File: config.mk
export PLATFORM = sky130hd
export DESIGN_NAME = sbox_share_compress
export DESIGN_NICKNAME = d
export VERILOG_FILES = /design/src/rtl/sbox_share_compress.sv
export SDC_FILE = /design/constraint.sdc
export NUM_CORES = 1
export LEC_CHECK = 0
export CAP_MARGIN = 20
export CORE_MARGIN = 2
export CORE_UTILIZATION = 55
export CTS_CLUSTER_SIZE = 24
export DETAILED_ROUTE_END_ITERATION = 6
export GPL_TIMING_DRIVEN = 0
export MAX_ROUTING_LAYER = met4
export PLACE_DENSITY = 0.87
export SLEW_MARGIN = 20
export SYNTH_ARGS = -nofsm -noshare
export SYNTH_HDL_FRONTEND = slang
export SYNTH_SLANG_ARGS = --single-unit
File: constraint.sdc
create_clock -name CLK -period 3 [get_ports CLK]
set_input_delay 0.3 -clock CLK [delete_from_list [all_inputs] [get_ports CLK]]
set_output_delay 0.3 -clock CLK [all_outputs]
set_load 0.005 [all_outputs]
File: src/rtl/sbox_share_compress.sv
// Share refresh and compression after the masked AES inversion.
// Four inversion shares in, two affine-mapped S-box shares out.
//
// Ports:
//   CLK, RST_N           rising-edge clock, synchronous active-low reset
//   seed_load, seed      load a 32-bit LFSR seed (0 maps to 1)
//   in_valid, in_ready   input handshake
//   in0..in3             inversion output shares, XOR = X^-1
//   out_valid, out_ready output handshake
//   out0, out1           S-box output shares, XOR = S(X)

module sbox_share_compress (
  input  logic        CLK,
  input  logic        RST_N,
  input  logic        seed_load,
  input  logic [31:0] seed,
  input  logic        in_valid,
  output logic        in_ready,
  input  logic [7:0]  in0,
  input  logic [7:0]  in1,
  input  logic [7:0]  in2,
  input  logic [7:0]  in3,
  output logic        out_valid,
  input  logic        out_ready,
  output logic [7:0]  out0,
  output logic [7:0]  out1
);

  typedef enum logic {
    UNSEEDED = 1'b0,
    RUN      = 1'b1
  } state_t;

  state_t      state;
  logic [31:0] lfsr;
  logic [31:0] lfsr_step;
  logic [31:0] seed_fix;
  logic [7:0]  ra;
  logic [7:0]  rb;
  logic        advance;
  logic        accept;

  logic        v1;
  logic [7:0]  s0;
  logic [7:0]  s1;
  logic [7:0]  s2;
  logic [7:0]  s3;

  logic [7:0]  c0;
  logic [7:0]  c1;

  // Linear part of the AES affine map, no constant.
  function automatic logic [7:0] aff_lin(
    input logic [7:0] x
  );
    logic [7:0] b;
    b[0] = x[0] ^ x[4] ^ x[5] ^ x[6] ^ x[7];
    b[1] = x[1] ^ x[5] ^ x[6] ^ x[7] ^ x[0];
    b[2] = x[2] ^ x[6] ^ x[7] ^ x[0] ^ x[1];
    b[3] = x[3] ^ x[7] ^ x[0] ^ x[1] ^ x[2];
    b[4] = x[4] ^ x[0] ^ x[1] ^ x[2] ^ x[3];
    b[5] = x[5] ^ x[1] ^ x[2] ^ x[3] ^ x[4];
    b[6] = x[6] ^ x[2] ^ x[3] ^ x[4] ^ x[5];
    b[7] = x[7] ^ x[3] ^ x[4] ^ x[5] ^ x[6];
    return b;
  endfunction

  // Global stall: everything moves only when the output
  // register is empty or being drained.
  assign advance  = !out_valid | out_ready;
  assign in_ready = (state == RUN) & advance;
  assign accept   = in_valid & in_ready;

  // Masks come from the pre-step LFSR value.
  assign ra = lfsr[7:0];
  assign rb = lfsr[15:8];

  assign lfsr_step = lfsr[0]
    ? ({1'b0, lfsr[31:1]} ^ 32'h8020_0003)
    : {1'b0, lfsr[31:1]};

  // An all-zero state would lock the LFSR.
  assign seed_fix = (seed == 32'h0)
    ? 32'h0000_0001
    : seed;

  always_ff @(posedge CLK) begin
    if (!RST_N) begin
      state <= UNSEEDED;
    end else begin
      unique case (state)
        UNSEEDED: begin
          if (seed_load) begin
            state <= RUN;
          end
        end
        RUN: begin
          state <= RUN;
        end
      endcase
    end
  end

  // A seed in the same cycle as a beat wins; the beat
  // has already consumed the old value.
  always_ff @(posedge CLK) begin
    if (!RST_N) begin
      lfsr <= 32'h0000_0001;
    end else if (seed_load) begin
      lfsr <= seed_fix;
    end else if (accept) begin
      lfsr <= lfsr_step;
    end
  end

  // Stage 1: each share is refreshed on its own; the
  // masks ra, rb, ra^rb cancel in the total XOR.
  always_ff @(posedge CLK) begin
    if (!RST_N) begin
      v1 <= 1'b0;
      s0 <= 8'h00;
      s1 <= 8'h00;
      s2 <= 8'h00;
      s3 <= 8'h00;
    end else if (advance) begin
      v1 <= accept;
      if (accept) begin
        s0 <= in0 ^ ra;
        s1 <= in1 ^ rb;
        s2 <= in2 ^ ra ^ rb;
        s3 <= in3;
      end
    end
  end

  // Compression happens only after the refresh register.
  assign c0 = aff_lin(s0 ^ s1) ^ 8'h63;
  assign c1 = aff_lin(s2 ^ s3);

  // Stage 2: output register, frozen while stalled.
  always_ff @(posedge CLK) begin
    if (!RST_N) begin
      out_valid <= 1'b0;
      out0      <= 8'h00;
      out1      <= 8'h00;
    end else if (advance) begin
      out_valid <= v1;
      if (v1) begin
        out0 <= c0;
        out1 <= c1;
      end
    end
  end

endmodule

==> reports/metrics.yaml <==
combPwrFrac_pct: 21.7
crit_path_frequent_cell: "clkdlybuf4s50_1"
relSlewSlack_pct: 65.5
cts-root-buf: "clkbuf_8"
synth_cell_types: 29
synth.avg_cell_area_um2: 8.18
row_count: 31
synth_adder_area_share_pct: 0
p_int_uw: 2060
critPathCaptureType: "primary output"
die_h_um: 90.0
gr-usage-all-layers_pct: 25.5
grt_pass1_wl_um: 16200
synthMuxAreaShare_pct: 0
finalSetupViolations: 0
cts_setup_buffers: 0
power.switching_uw: 751
clock.fmax_mhz: 540
grt_max_degree: 14
fin_skew_ps: 10.2
start_kind: "input pin"
clk-insertion-delay-late_ps: 360
max_stage_delay_ps: 490
cts_tree: "yes"
fin_setup_tns_ps: 0
cts_buffers: 9
seqPwrFrac_pct: 43.4
hold_class: "in -> reg"
dieArea_um2: 8090
slew_violations: 0
gp_congestion: 0.884
min_period_over_period_pct: 61.7
synth_top_family_by_area: "XOR/XNOR gates"
finalPower_uw: 2810
diodes: 0
cts.htree.levels: 3
hold_viol: 0
firstDrtPassIters: 5
status: "completed"
yosys.area_share.simple_pct: 17.6
ys_ff_latch: 83
vias: 3689
synth_top_area_cell: "dfxtp_1"
synth_nets: 566
die_w_um: 90.0
cp.arrival_ps: 1550
grt.overflow.total: 0
drtIter0Drc: 168
dp_hpwl_um: 7490
fin_nets: 661
cp_cell_sequence: "clkdlybuf4s50_1, nand2b_1, and2_1, clkdlybuf4s50_1"
p_leak_uw: 0.00181
fin_util_pct: 73.0
wire_per_inst_um: 14.1
min_period_ps: 1850
drtAntennaViolNets: 0
crit_slowest_cell: "clkdlybuf4s50_1"
synth.yosys.seq_area_share_pct: 40.9
cp.required_ps: 2700
syn_to_final_growth_pct: 29.7
io_buffers: 84
vdd_drop_max_mv: 0.283
drive_above_1_share_pct: 6.03
vias_per_cell: 5.30
crit_type: "in -> out"
synth.area.top_cells: "dfxtp_1 41%, xnor2_1 14%, nand2_1 12%"
post_cts_resized: 0
synth_area_um2: 4060
synth_compound_area_share_pct: 18.7
io_pins: 87
wl_um: 9840
ctsHoldBuffers: 0
rsz0062_at_grt: "false"
tightest_slew_ps: 518
antenna_found_initial: 0
yosys_warnings: 0
critPathMaxFanout: 4
final_common_cell: "nand2_1"
drv_cap: 0
clock-sinks: 83
clkPwrFrac_pct: 34.9
cellPowerDensity_nw_per_um2: 533
synth_cells: 497
core_area_um2: 7210
initial_core_util_pct: 56.3
yosysTopAreaCellShare_pct: 40.9
drc: 0
synth_xor_area_share_pct: 19.3
clockBufferDepth: 2
clk_pin_slew_ps: 80
grt_pass1_vias: 3544
p_sw_share_pct: 26.7
final_cell_mix: "127 x nand2_1, 84 x clkdlybuf4s50_1, 83 x dfxtp_1"
[sequential cells by signal, summed over array words and instances (netlist names)]
register	cells
out1	8
s1	8
v1	1
s2	8
s0	8
s3	8
out_valid	1
out0	8
lfsr	32
state	1
[through the flow]
step | area (um^2) | setup WS, ps | hold slack [ps] | cells
after global routing | 5270 | 1060 | 408 | 696
after detailed placement | 5030 | 835 | 463 | 680
after global placement | 5030 | 911 | 455 | 680
after CTS | 5270 | 1140 | 362 | 696
final | 5270 | 1150 | 375 | 696
after floorplan | 4060 | 1560 | 436 | 497
[critical path: cells and delay by family]
kind / cells / cell delay (ps)
AND/OR/NAND/NOR: 2 / 290
buffers and inverters: 2 / 960
[power groups by stage]
stage	clock network (uW)	registers [uW]	logic [uW]
2_1_floorplan	0	1230	409
6_report	980	1220	611
5_1_grt	1040	1230	664
4_1_cts	983	1220	610
3_3_place_gp	0	1240	592
3_5_place_dp	0	1240	606
[Yosys cell counts]
cell type,n
and2_1,2
nor4_1,8
nand3b_1,1
nand2_1,127
nand4b_1,1
nor3b_1,1
o221ai_1,2
buf_2,9
xor2_1,7
nor2_1,27
a21oi_1,57
o21ai_0,9
nand4_1,3
xor2_2,3
a21o_1,30
a211oi_1,19
clkbuf_1,21
nor2b_1,1
xnor2_1,64
nand3_1,3
a211oi_2,1
a211o_1,2
buf_1,4
o22ai_1,2
nand2b_1,1
xnor2_2,7
inv_2,1
dfxtp_1,83
and3_1,1
[metal layers]
metal	wire length [um]	global-route usage [%]	up-vias
li1	-	-	1842
met1	4170	30.2	1724
met2	5030	44.1	109
met3	476	3.52	14
met4	159	9.74	0
met5	0	-	-
[area by class of cell]
| type | count | area, um^2 |
|---|---|---|
| Multi-Input combinational cell | 379 | 2260 |
| Fill cell | 565 | 1940 |
| Sequential cell | 83 | 1660 |
| Timing Repair Buffer | 84 | 841 |
| Clock buffer | 11 | 141 |
| Buffer | 34 | 139 |
| Tap cell | 99 | 124 |
| Clock inverter | 5 | 100 |
| Inverter | 1 | 3.75 |
[final timing paths]
check / cells past startpoint / startpoint / endpoint / slack (ps)
worst max-delay path: 4 / out_ready / in_ready / 1150
worst min-delay path: 3 / RST_N / out0[6]$_SDFFE_PN0P_ / 370
worst max register to register: 6 / out_valid$_SDFFE_PN0N_ / lfsr[15]$_SDFFE_PN0P_ / 1340
worst min register to register: 2 / s2[1]$_SDFFE_PN0P_ / s2[1]$_SDFFE_PN0P_ / 470
[cells by family after synthesis]
kind of cell	after synthesis
AND/OR/NAND/NOR	176
AO/OA/AOI/OAI	122
XOR/XNOR	81
flip-flops	83
buffers and inverters	35
Power figures use the tool's default switching activity.
==> patch, RTL diff (same flow settings) <==
Reset style: asynchronous (`RST_N`), changed in 4 clocked blocks. Comments in the files are not updated.
--- a/src/rtl/sbox_share_compress.sv
+++ b/src/rtl/sbox_share_compress.sv
@@ -85,5 +85,5 @@
     : seed;
 
-  always_ff @(posedge CLK) begin
+  always_ff @(posedge CLK or negedge RST_N) begin
     if (!RST_N) begin
       state <= UNSEEDED;
@@ -104,5 +104,5 @@
   // A seed in the same cycle as a beat wins; the beat
   // has already consumed the old value.
-  always_ff @(posedge CLK) begin
+  always_ff @(posedge CLK or negedge RST_N) begin
     if (!RST_N) begin
       lfsr <= 32'h0000_0001;
@@ -116,5 +116,5 @@
   // Stage 1: each share is refreshed on its own; the
   // masks ra, rb, ra^rb cancel in the total XOR.
-  always_ff @(posedge CLK) begin
+  always_ff @(posedge CLK or negedge RST_N) begin
     if (!RST_N) begin
       v1 <= 1'b0;
@@ -139,5 +139,5 @@
 
   // Stage 2: output register, frozen while stalled.
-  always_ff @(posedge CLK) begin
+  always_ff @(posedge CLK or negedge RST_N) begin
     if (!RST_N) begin
       out_valid <= 1'b0;
Function: differs if RST_N is asserted again (counterexample within 4 cycles, from zero or initial values and one cycle with RST_N low); with RST_N held inactive, the same outputs for 4 cycles.
==> patch against the original RTL <==
Sequential cell count is the same; critical endpoint is now s1[1]; final area grew 2.6%; area after synthesis grew 2.5%; first-iteration DRC count shrank 22%; routed wire length shrank 6.1%; worst setup slack lost 0.20 ns; critical path depth grew 3.
Power is not compared: it rests on default switching activity, and its combinational part moved more than twofold at a synthesized area within 25%.
==> patch: results <==
export IMPL_wl_mm=9.237
export IMPL_instances_no_fill=590
export IMPL_final_layout_size_suffix_gt1_share_pct=6.925
export IMPL_yosys_top_cells_count="dfrtp_1 (82), nand2_1 (72), o21ai_0 (72), xnor2_1 (55), mux2i_1 (31)"
export IMPL_place_port_buffers=85
export IMPL_vias_per_cell=5.349
export IMPL_globalplace_congestion=0.8656
export IMPL_ys_seq_area_share_pct=49.89
export IMPL_drt_iter0_markers=131
export IMPL_place_area_um2=5157
export IMPL_grt_usage_pct=24.71
export IMPL_cts_inserted_buffers=9
export IMPL_synth_xor_area_share_pct=20.55
export IMPL_synth_compound_area_share_pct=8.831
export IMPL_grt_max_degree=45
export IMPL_netlist_instances=388
export IMPL_skew_ns=0.006376
export IMPL_async_flop_share_pct=100.0
export IMPL_synth_area_top_cells="dfrtp_1 (49%), xnor2_1 (12%), o21ai_0 (8.7%), mux2i_1 (7.4%), nand2_1 (6.5%)"
export IMPL_hold_path_class="input port to flop"
export IMPL_synth_fp_nets=457
export IMPL_grt_pass1_wl_mm=15.31
export IMPL_outcome="finished clean"
export IMPL_placed_cells=573
export IMPL_pre_cts_slack_ns=0.5679
export IMPL_synth_cell_types=22
export IMPL_muxShareOfSynthArea_pct=9.883
export IMPL_final_net_count=555
export IMPL_period_minus_slack_ns=2.048
export IMPL_worst_endpoint_arrival_ns=2.32
export IMPL_rrSetupSlack_ns=1.01
==> patch: cell count changes in the layout (fill, tap and decap cells not counted), moves of 31 or more <==
cell,change
o21ai_0,+63
dfrtp_1,+82
nand2_1,-55
mux2i_1,+31
dfxtp_1,-83
a21oi_1,-57
==> patch: cell families after synthesis <==
family | after synthesis
XOR/XNOR | 83
flip-flops | 83
buffers and inverters | 21
multiplexers | 40
AND/OR/NAND/NOR | 88
AO/OA/AOI/OAI | 73
==> patch: critical path, stage by stage <==
cell and delay, ns:
clkdlybuf4s50_1 0.39, nand2b_1 0.22, nand3_1 0.26, clkbuf_1 0.51, clkbuf_1 0.43, nand2_1 0.10
o21ai_0 0.10
==> patch: through the flow <==
step	TNS, ns	hold slack (ns)
final	0	0.3574
after global routing	0	0.3729
after CTS	0	0.3542
after detailed placement	0	0.3200
after global placement	-90.74	0.4509
after floorplan	0	0.004409
==> patch: final cells by class <==
type | instances | area, um2
plain buffers | 20 | 78.83
clock buffers | 9 | 123.9
clock inverters | 7 | 116.4
fillers | 519 | 1884
inverters | 1 | 3.754
multi-input cells | 284 | 2004
flip-flops and latches | 83 | 2078
well taps | 99 | 123.9
repair buffers | 87 | 878.3
==> patch: path summary, 6_finish.rpt <==
check	startpoint	endpoint	cells after the start
hold / removal	seed_load	lfsr[28]	2
setup / recovery	out_ready	s1[1]	7
max in group asynchronous	RST_N	lfsr[0]	3
hold reg to reg	out0[6]	out0[6]	2
setup reg to reg	out_valid	s1[1]	6
min in group asynchronous	RST_N	s0[1]	2
==> patch: routing by layer <==
metal | vias to the layer above | track usage, % | part of all wire [%]
li1 | 1496 | - | -
met3 | 29 | 4.896 | 5.3
met5 | - | - | 0
met4 | 0 | 12.63 | 3.8
met2 | 113 | 40.68 | 51
met1 | 1518 | 28.96 | 40
==> patch: power breakdown <==
group / internal [W] / switching (W)
Clock: 0.000551 / 0.000405
Combinational: 0.00111 / 0.000790
Sequential: 0.00138 / 0.000180
Total: 0.00304 / 0.00137
==> patch: timing repair <==
item                       CTS  global route
hold buffers                 1             0
setup endpoints to repair    0             0
hold endpoints to repair    43             0
